<file path="src/rtl/serial_subtractor.sv">
// Bit-serial WIDTH-bit subtractor: one full-subtractor cell plus a borrow flop computes a - b - bin LSB-first.
// Latency: a start accepted at edge E0 raises done for the cycle after edge E0+WIDTH; back-to-back rate is WIDTH+1 cycles.
// Backpressure: none; start is sampled only in IDLE/DONE and ignored while busy. diff/bout hold until the next completion.
//
// Ports:
//   clk, rst          rising-edge clock, synchronous active-high reset
//   start             operation request (accepted in IDLE or DONE)
//   a, b, bin         minuend, subtrahend, borrow-in (captured on the accepted start edge)
//   busy              high while bits are being processed (RUN)
//   done              one-cycle pulse when diff/bout are updated
//   diff, bout        registered difference and MSB borrow-out
//   ovf               signed overflow of a - b - bin (only with SERIAL_SUBTRACTOR_OVF_EN defined)
//
// Optional build macro: SERIAL_SUBTRACTOR_OVF_EN adds the ovf output and its flop.
module serial_subtractor #(
    parameter int WIDTH = 8
) (
    input  logic             clk,
    input  logic             rst,
    input  logic             start,
    input  logic [WIDTH-1:0] a,
    input  logic [WIDTH-1:0] b,
    input  logic             bin,
    output logic             busy,
    output logic             done,
    output logic [WIDTH-1:0] diff,
    output logic             bout
`ifdef SERIAL_SUBTRACTOR_OVF_EN
    ,
    output logic             ovf
`endif
);

    localparam int CW = $clog2(WIDTH) + 1;

    typedef enum logic [1:0] {
        IDLE = 2'd0,
        RUN  = 2'd1,
        DONE = 2'd2
    } state_t;

    state_t           state_q, state_d;
    logic [WIDTH-1:0] a_sh_q, a_sh_d;
    logic [WIDTH-1:0] b_sh_q, b_sh_d;
    // Only WIDTH-1 partial bits are ever stored; the MSB is produced on the
    // final edge and goes straight into diff.
    logic [WIDTH-2:0] res_q, res_d;
    logic             br_q, br_d;
    logic [CW-1:0]    cnt_q, cnt_d;
    logic [WIDTH-1:0] diff_q, diff_d;
    logic             bout_q, bout_d;
`ifdef SERIAL_SUBTRACTOR_OVF_EN
    logic             ovf_q, ovf_d;
`endif

    // Full-subtractor cell on the current LSBs
    logic             a_bit, b_bit, d_bit, br_nxt, last_bit;
    logic [WIDTH-1:0] res_sh;

    assign a_bit    = a_sh_q[0];
    assign b_bit    = b_sh_q[0];
    assign d_bit    = a_bit ^ b_bit ^ br_q;
    assign br_nxt   = (~a_bit & b_bit) | (~(a_bit ^ b_bit) & br_q);
    assign last_bit = (cnt_q == CW'(WIDTH - 1));
    // New bit enters from the MSB side; on the last edge this is the full result.
    assign res_sh   = {d_bit, res_q};

    always_comb begin
        state_d = state_q;
        a_sh_d  = a_sh_q;
        b_sh_d  = b_sh_q;
        res_d   = res_q;
        br_d    = br_q;
        cnt_d   = cnt_q;
        diff_d  = diff_q;
        bout_d  = bout_q;
`ifdef SERIAL_SUBTRACTOR_OVF_EN
        ovf_d   = ovf_q;
`endif
        case (state_q)
            IDLE, DONE: begin
                state_d = IDLE;
                if (start) begin
                    state_d = RUN;
                    a_sh_d  = a;
                    b_sh_d  = b;
                    br_d    = bin;
                    cnt_d   = '0;
                end
            end
            RUN: begin
                a_sh_d = a_sh_q >> 1;
                b_sh_d = b_sh_q >> 1;
                res_d  = res_sh[WIDTH-1:1];
                br_d   = br_nxt;
                cnt_d  = cnt_q + CW'(1);
                if (last_bit) begin
                    state_d = DONE;
                    diff_d  = res_sh;
                    bout_d  = br_nxt;
`ifdef SERIAL_SUBTRACTOR_OVF_EN
                    // br_q is the borrow into the MSB cell on this edge.
                    ovf_d   = br_q ^ br_nxt;
`endif
                end
            end
            default: state_d = IDLE;
        endcase
    end

    always_ff @(posedge clk) begin
        if (rst) begin
            state_q <= IDLE;
            a_sh_q  <= '0;
            b_sh_q  <= '0;
            res_q   <= '0;
            br_q    <= 1'b0;
            cnt_q   <= '0;
            diff_q  <= '0;
            bout_q  <= 1'b0;
`ifdef SERIAL_SUBTRACTOR_OVF_EN
            ovf_q   <= 1'b0;
`endif
        end else begin
            state_q <= state_d;
            a_sh_q  <= a_sh_d;
            b_sh_q  <= b_sh_d;
            res_q   <= res_d;
            br_q    <= br_d;
            cnt_q   <= cnt_d;
            diff_q  <= diff_d;
            bout_q  <= bout_d;
`ifdef SERIAL_SUBTRACTOR_OVF_EN
            ovf_q   <= ovf_d;
`endif
        end
    end

    assign busy = (state_q == RUN);
    assign done = (state_q == DONE);
    assign diff = diff_q;
    assign bout = bout_q;
`ifdef SERIAL_SUBTRACTOR_OVF_EN
    assign ovf  = ovf_q;
`endif

endmodule

</file>
<file path="config.mk">
export PLATFORM = sky130hd
export DESIGN_NAME = serial_subtractor
export DESIGN_NICKNAME = d
export VERILOG_FILES = /design/src/rtl/serial_subtractor.sv
export SDC_FILE = /design/constraint.sdc
export NUM_CORES = 1
export LEC_CHECK = 0
export BUFFER_PORTS_ARGS = -buffer_cell sky130_fd_sc_hd__buf_2
export CAP_MARGIN = 20
export CORE_MARGIN = 1
export CORE_UTILIZATION = 30
export DETAILED_ROUTE_END_ITERATION = 6
export HOLD_SLACK_MARGIN = 0.02
export PLACE_DENSITY_LB_ADDON = 0.3
export SLEW_MARGIN = 15
export SYNTH_ARGS = -nofsm -noshare
export SYNTH_HDL_FRONTEND = slang
export SYNTH_SLANG_ARGS = --single-unit
</file>
<file path="constraint.sdc">
create_clock -name clk -period 4.01 [get_ports clk]
set_input_delay 0.401 -clock clk [delete_from_list [all_inputs] [get_ports clk]]
set_output_delay 0.401 -clock clk [all_outputs]
set_load 0.1 [all_outputs]
</file>
==> reports/metrics.csv, run 1 <==
stage,metric,value,unit
clock_tree,CTS root buf,clkbuf_8,
hold_path,Hold Crit Class,in2reg,
global_routing,antenna violations before repair,0,
clock_tree,Clock Path Buffers,2,
synthesis,Post-synth top flop,dfxtp_1,
finish,# diodes,0,
clock_tree,# Post-CTS Setup Buffers,0,
clock_tree,Sinks on Clock Net,39,
worst_setup_path,worst r2r path cells,4,
synthesis,synthesized flop and latch total,39,
worst_setup_path,reg-to-reg endpoint,bout,
global_routing,met3 Use GR,0.0359,
global_routing,grt met2 use,0.199,
power_and_ir_drop,pwr dens,389,mW/mm^2
route,DR vias,1304,
worst_setup_path,crit-path cells,nand2b_2 -> inv_4 -> buf_2,
sta,Final Hold Slack,0.348,ns
global_routing,global-route wire length before repair,5490,um
clock_tree,CTS H-tree depth,2,
finish,"Core Util, Final",0.361,
synthesis,Synth warnings,0,
worst_setup_path,crit-path leading delay family,buffers and inverters,
job,maxcap violations,0,
die,IO Count,31,
route,Total Routed Length,3200,um
route,1st-iter DRT viols,93,
worst_setup_path,crit path capture,busy,
worst_setup_path,Crit Path Class,reg2out,
synthesis,largest cells by area after synthesis,"dfxtp_1 47%, a21oi_1 8.5%, nand2b_1 6.8%, a22oi_1 6.4%, nand3_1 5.8%",
worst_setup_path,Worst setup SP type,register,
worst_setup_path,Reg2Reg Launch Point,state_q[1],
synthesis,Synth area leader,dfxtp_1,
synthesis,synthesized area,0.00165,mm^2
sta,Final Hold Viols,0,
finish,share of cells above drive strength 1,0.208,
worst_setup_path,Critical Path End Type,output pin,
worst_setup_path,Crit path depth,3,
route,Routed Antenna Nets,0,
sta,clock skew,0.00615,ns
placed_design,I/O Buffers,30,
route,DR pass1 iterations,4,
clock_tree,clk slew on worst S/H paths,0.07,ns
clock_tree,Clock Latency Late Sink,0.28,ns
finish,final non-filler cell area,0.00188,mm^2
worst_setup_path,Worst setup startpoint,state_q[1],
worst_setup_path,Critical Path AT,1.95,ns
die,FP Rows,26,
sta,TNS Setup,0,ns
hold_path,hold_sp,b[7],
global_routing,global-route track usage on met1,0.142,
sta,Least-Margin Pin Slew,0.815,ns
die,Initial Util,0.316,
clock_tree,Hold Buf Count CTS,0,
sta,Relative slew margins,0.457,
sta,"Slew Viols, Final",0,
clock_tree,Num CTS Buffers,5,
synthesis,Syn Inst Count,180,
finish,nets,225,
die,Die Area,0.00578,mm^2
die,Die Width,76.1,um
placed_design,Final HPWL DP,1890,um
synthesis,top cell type's share of synthesized area,0.475,
sta,RSZ-0062 raised after global routing,false,
sta,final setup fails,0,
power_and_ir_drop,static leakage,0.695,nW
clock_tree,Resized cells post-CTS,0,
worst_setup_path,slowest cell delay on critical path,0.49,ns
sta,Max Clk Rate,425,MHz
sta,Final period util,0.587,
route,number of remaining DRC errors,0,
worst_setup_path,CP required,3.61,ns
global_routing,GR Overflow Total,0,
synthesis,Post-Syn Area per Cell,9.14,um^2
die,Die Ht,76.1,um
synthesis,number of flops mapped to enable cells by yosys,0,
worst_setup_path,crit-path max FO,29,
finish,Area growth syn-to-layout,14.3,%
global_routing,largest net degree at the start of global routing,50,
placed_design,RePlAce Congestion,0.672,
global_routing,vias in the first global route,1234,
global_routing,gr usage total,0.118,
synthesis,syn nets,202,
route,average wire per standard cell,11.8,um
power_and_ir_drop,Max VDD drop,0.155,mV
die,core area,0.00520,mm^2
worst_setup_path,flop2flop setup slack,1.73,ns
synthesis,sequential share of the synthesized area,0.475,
clock_tree,CTS tree,yes,
worst_setup_path,Crit path buffers/inverters,2,
global_routing,grt peak-use layer,met2,
sta,crit path time final,2.36,ns
synthesis,"Async S/R FF share, synth",0,
synthesis,post-synth cell types,26,
worst_setup_path,CP max-delay cell,buf_2,
route,Vias/cell,4.79,
run_status,status,completed,
placed_design,Placed Instance Area,0.00181,mm^2
sequential cells by signal, summed over array words and instances (netlist names):
signal,cells
a_sh_q,8
b_sh_q,8
diff,8
res_q,7
cnt_q,4
state_q,2
bout,1
br_q,1
per-stage QoR:
stage	worst slack, ns	total power [W]	cells
floorplan	1.95	0.000484	180
global placement	1.72	0.000503	266
detailed placement	1.71	0.000503	266
CTS	1.63	0.000742	272
global route	1.51	0.000771	272
finish	1.65	0.000732	272
cell type report:
| class | instances | area (um^2) |
|---|---|---|
| Multi-Input combinational cell | 123 | 768 |
| Clock buffer | 6 | 72.6 |
| Timing Repair Buffer | 31 | 158 |
| Fill cell | 554 | 3320 |
| Inverter | 3 | 13.8 |
| Sequential cell | 39 | 781 |
| Tap cell | 70 | 87.6 |
cells in the mapped netlist (all sizes together), types with 3 or more instances:
master / instances
dfxtp: 39
nand3: 19
nor2b: 4
buf: 12
a22oi: 14
inv: 3
clkbuf: 3
nor2: 3
mux2: 3
nand2: 17
nand2b: 19
mux2i: 8
a21oi: 28
layout by cell type, fill, tap and decap left out:
master	n
nor2_1	3
nor3b_1	1
nand3b_1	1
buf_2	30
a211oi_2	1
buf_4	1
nand4_1	1
dfxtp_1	39
mux2i_1	8
inv_4	1
a22oi_1	14
nand2b_1	18
nand2b_2	1
mux2_2	1
clkbuf_8	5
mux2_4	2
inv_1	2
nor2b_1	4
clkbuf_1	1
a2bb2oi_1	1
ha_1	1
fa_1	1
nand2_1	17
a21oi_1	28
and4b_1	1
nand3_1	19
metal layers:
metal,wire length [um],vias up
met5,0,-
li1,-,666
met3,218,3
met2,1420,42
met4,29,0
met1,1530,593
worst reg2reg max path: cells and delay by family (launching register included):
family | cells | cell delay [ns]
simple gates | 2 | 1.11
mux | 1 | 0.35
buf+inv | 1 | 0.40
flops | 1 | 0.31
power breakdown:
group	internal, W	total (W)	switching [W]
clock	0.000116	0.000238	0.000123
sequential	0.000402	0.000411	0.00000882
combinational	0.0000303	0.0000824	0.0000522
total	0.000549	0.000732	0.000184
worst min path at each step:
stage / to / slack [ns] / cells past startpoint
detailed placement: res_q[0] / 0.45 / 2
floorplan: res_q[0] / 0.44 / 2
global route: a_sh_q[7] / 0.35 / 3
CTS: b_sh_q[7] / 0.34 / 3
finish: b_sh_q[7] / 0.35 / 3
global placement: res_q[0] / 0.44 / 2
logic make-up (layout without fill, tap and decap cells):
group	after synthesis	in the layout	synth area share
compound gates	44	44	0.162
simple gates	66	66	0.211
flops	39	39	0.475
buf+inv	18	40	0.0586
fa+ha+maj	2	2	0.0198
mux	11	11	0.0738
No activity file was read; power rests on OpenSTA's default activity.
==> inputs of run 2 (changes only) <==
clock period = 2.3 ns   (was 4.01 ns; I/O delays follow)
==> run 2 against run 1 <==
  * Via count is 0.69% lower
  * Combinational power up 80%
  * Sequential power increased by 74%
  * Register-to-register slack worse by 1.0 ns
  * Count of clock-buffer cells in the layout rose by 2
  * Global-route usage up 0.44 points
  * Critical path depth stayed put
  * Setup slack got worse by 1.1 ns
==> reports/metrics.csv, run 2 (synthesis results as in run 1) <==
stage,metric,value,unit
power_and_ir_drop,Power Total,0.00136,W
clock_tree,CTS root buf,clkbuf_8,
worst_setup_path,crit-path leading delay family,buffers and inverters,
worst_setup_path,Worst setup SP type,register,
worst_setup_path,crit-path max FO,28,
finish,nets,228,
sta,RSZ-0062 raised after global routing,false,
clock_tree,Num CTS Buffers,5,
worst_setup_path,Critical Path End Type,output pin,
global_routing,GR Overflow Total,0,
sta,Final Hold Viols,0,
placed_design,Placed Instance Area,0.00183,mm^2
worst_setup_path,CP required,2.07,ns
power_and_ir_drop,Max VDD drop,0.347,mV
route,Routed Antenna Nets,0,
clock_tree,Clock Latency Late Sink,0.29,ns
global_routing,met3 Use GR,0.0335,
sta,crit path time final,1.73,ns
worst_setup_path,Critical Path AT,1.50,ns
finish,"leading cell types in the layout, fill and taps excluded","39 x dfxtp_1, 30 x buf_2, 28 x a21oi_1",
finish,# diodes,0,
clock_tree,Hold Buf Count CTS,0,
sta,clock skew,0.00493,ns
die,Die Width,76.1,um
route,1st-iter DRT viols,69,
die,Die Ht,76.1,um
die,FP Rows,26,
sta,Final period util,0.754,
route,DR vias,1295,
sta,Relative slew margins,0.508,
finish,"most common cell after layout, fill and taps aside",dfxtp_1,
clock_tree,# Post-CTS Setup Buffers,0,
global_routing,grt met2 use,0.206,
sta,TNS Setup,0,ns
global_routing,vias in the first global route,1324,
global_routing,global-route wire length before repair,5710,um
clock_tree,clk slew on worst S/H paths,0.07,ns
route,number of remaining DRC errors,0,
route,average wire per standard cell,11.4,um
finish,Finished Layout Cells,277,
sta,Max Clk Rate,577,MHz
global_routing,grt peak-use layer,met2,
power_and_ir_drop,pwr dens,706,mW/mm^2
sta,"Slew Viols, Final",0,
sta,Least-Margin Pin Slew,0.737,ns
die,IO Count,31,
placed_design,I/O Buffers,30,
sta,Final Hold Slack,0.176,ns
clock_tree,Clock Path Buffers,2,
worst_setup_path,CP max-delay cell,buf_2,
placed_design,Final HPWL DP,1920,um
die,Initial Util,0.316,
route,Total Routed Length,3140,um
global_routing,antenna violations before repair,0,
run_status,status,completed,
finish,share of cells above drive strength 1,0.227,
global_routing,global-route track usage on met1,0.149,
hold_path,Hold Crit Class,in2reg,
placed_design,Placed Cells,269,
clock_tree,CTS H-tree depth,2,
worst_setup_path,Crit path buffers/inverters,2,
clock_tree,Sinks on Clock Net,39,
die,core area,0.00520,mm^2
job,maxcap violations,0,
global_routing,gr usage total,0.122,
worst_setup_path,slowest cell delay on critical path,0.49,ns
finish,final non-filler cell area,0.00193,mm^2
clock_tree,Resized cells post-CTS,0,
finish,Area growth syn-to-layout,17.3,%
die,Die Area,0.00578,mm^2
clock_tree,CTS tree,yes,
worst_setup_path,crit-path cells,nand2b_2 -> inv_4 -> buf_2,
power_and_ir_drop,static leakage,0.724,nW
route,DR pass1 iterations,5,
sta,final setup fails,0,
worst_setup_path,Crit Path Class,reg2out,
placed_design,RePlAce Congestion,0.650,
route,Vias/cell,4.68,
global_routing,largest net degree at the start of global routing,30,
==> run 2: where the power goes <==
group          switching (W)  leakage [nW]  total (W)  internal (W)
combinational      0.0000919         0.355   0.000148     0.0000556
sequential         0.0000143         0.317   0.000716      0.000701
clock               0.000227        0.0515   0.000500      0.000274
==> run 2: metrics by stage <==
step / setup WS, ns / util
after floorplan: 0.407 / -
after CTS: 0.538 / 0.371
after detailed placement: 0.703 / 0.352
after global routing: 0.483 / 0.371
after global placement: 0.722 / 0.352
final: 0.566 / 0.371
==> run 2: cell type report <==
cell class	count	area (um^2)
clock buffer	8	100
fill	546	3270
inverter	3	13.8
multi-input combinational	123	768
sequential	39	781
tap	70	87.6
timing repair buffer	34	180
==> run 2: path summary, 6_finish.rpt <==
| check | startpoint | to | slack [ns] | cells past startpoint |
|---|---|---|---|---|
| max | state_q[1] | busy | 0.57 | 3 |
| min | a[7] | a_sh_q[7] | 0.18 | 3 |
| max reg2reg | state_q[1] | bout | 0.70 | 5 |
| min reg2reg | res_q[0] | res_q[0] | 0.46 | 2 |
==> run 2: worst register-to-register path, delay by kind of cell, from the launching register on <==
kind                   cells  cell delay (ns)
multiplexers               1             0.31
buffers and inverters      2             0.45
AND/OR/NAND/NOR            2             0.43
flip-flops                 1             0.30
==> run 2: per-layer routing <==
metal / wire (um) / vias up
met2: 1400 / 31
met4: 47 / 0
met1: 1560 / 584
met3: 143 / 5
li1: - / 675
met5: 0 / -
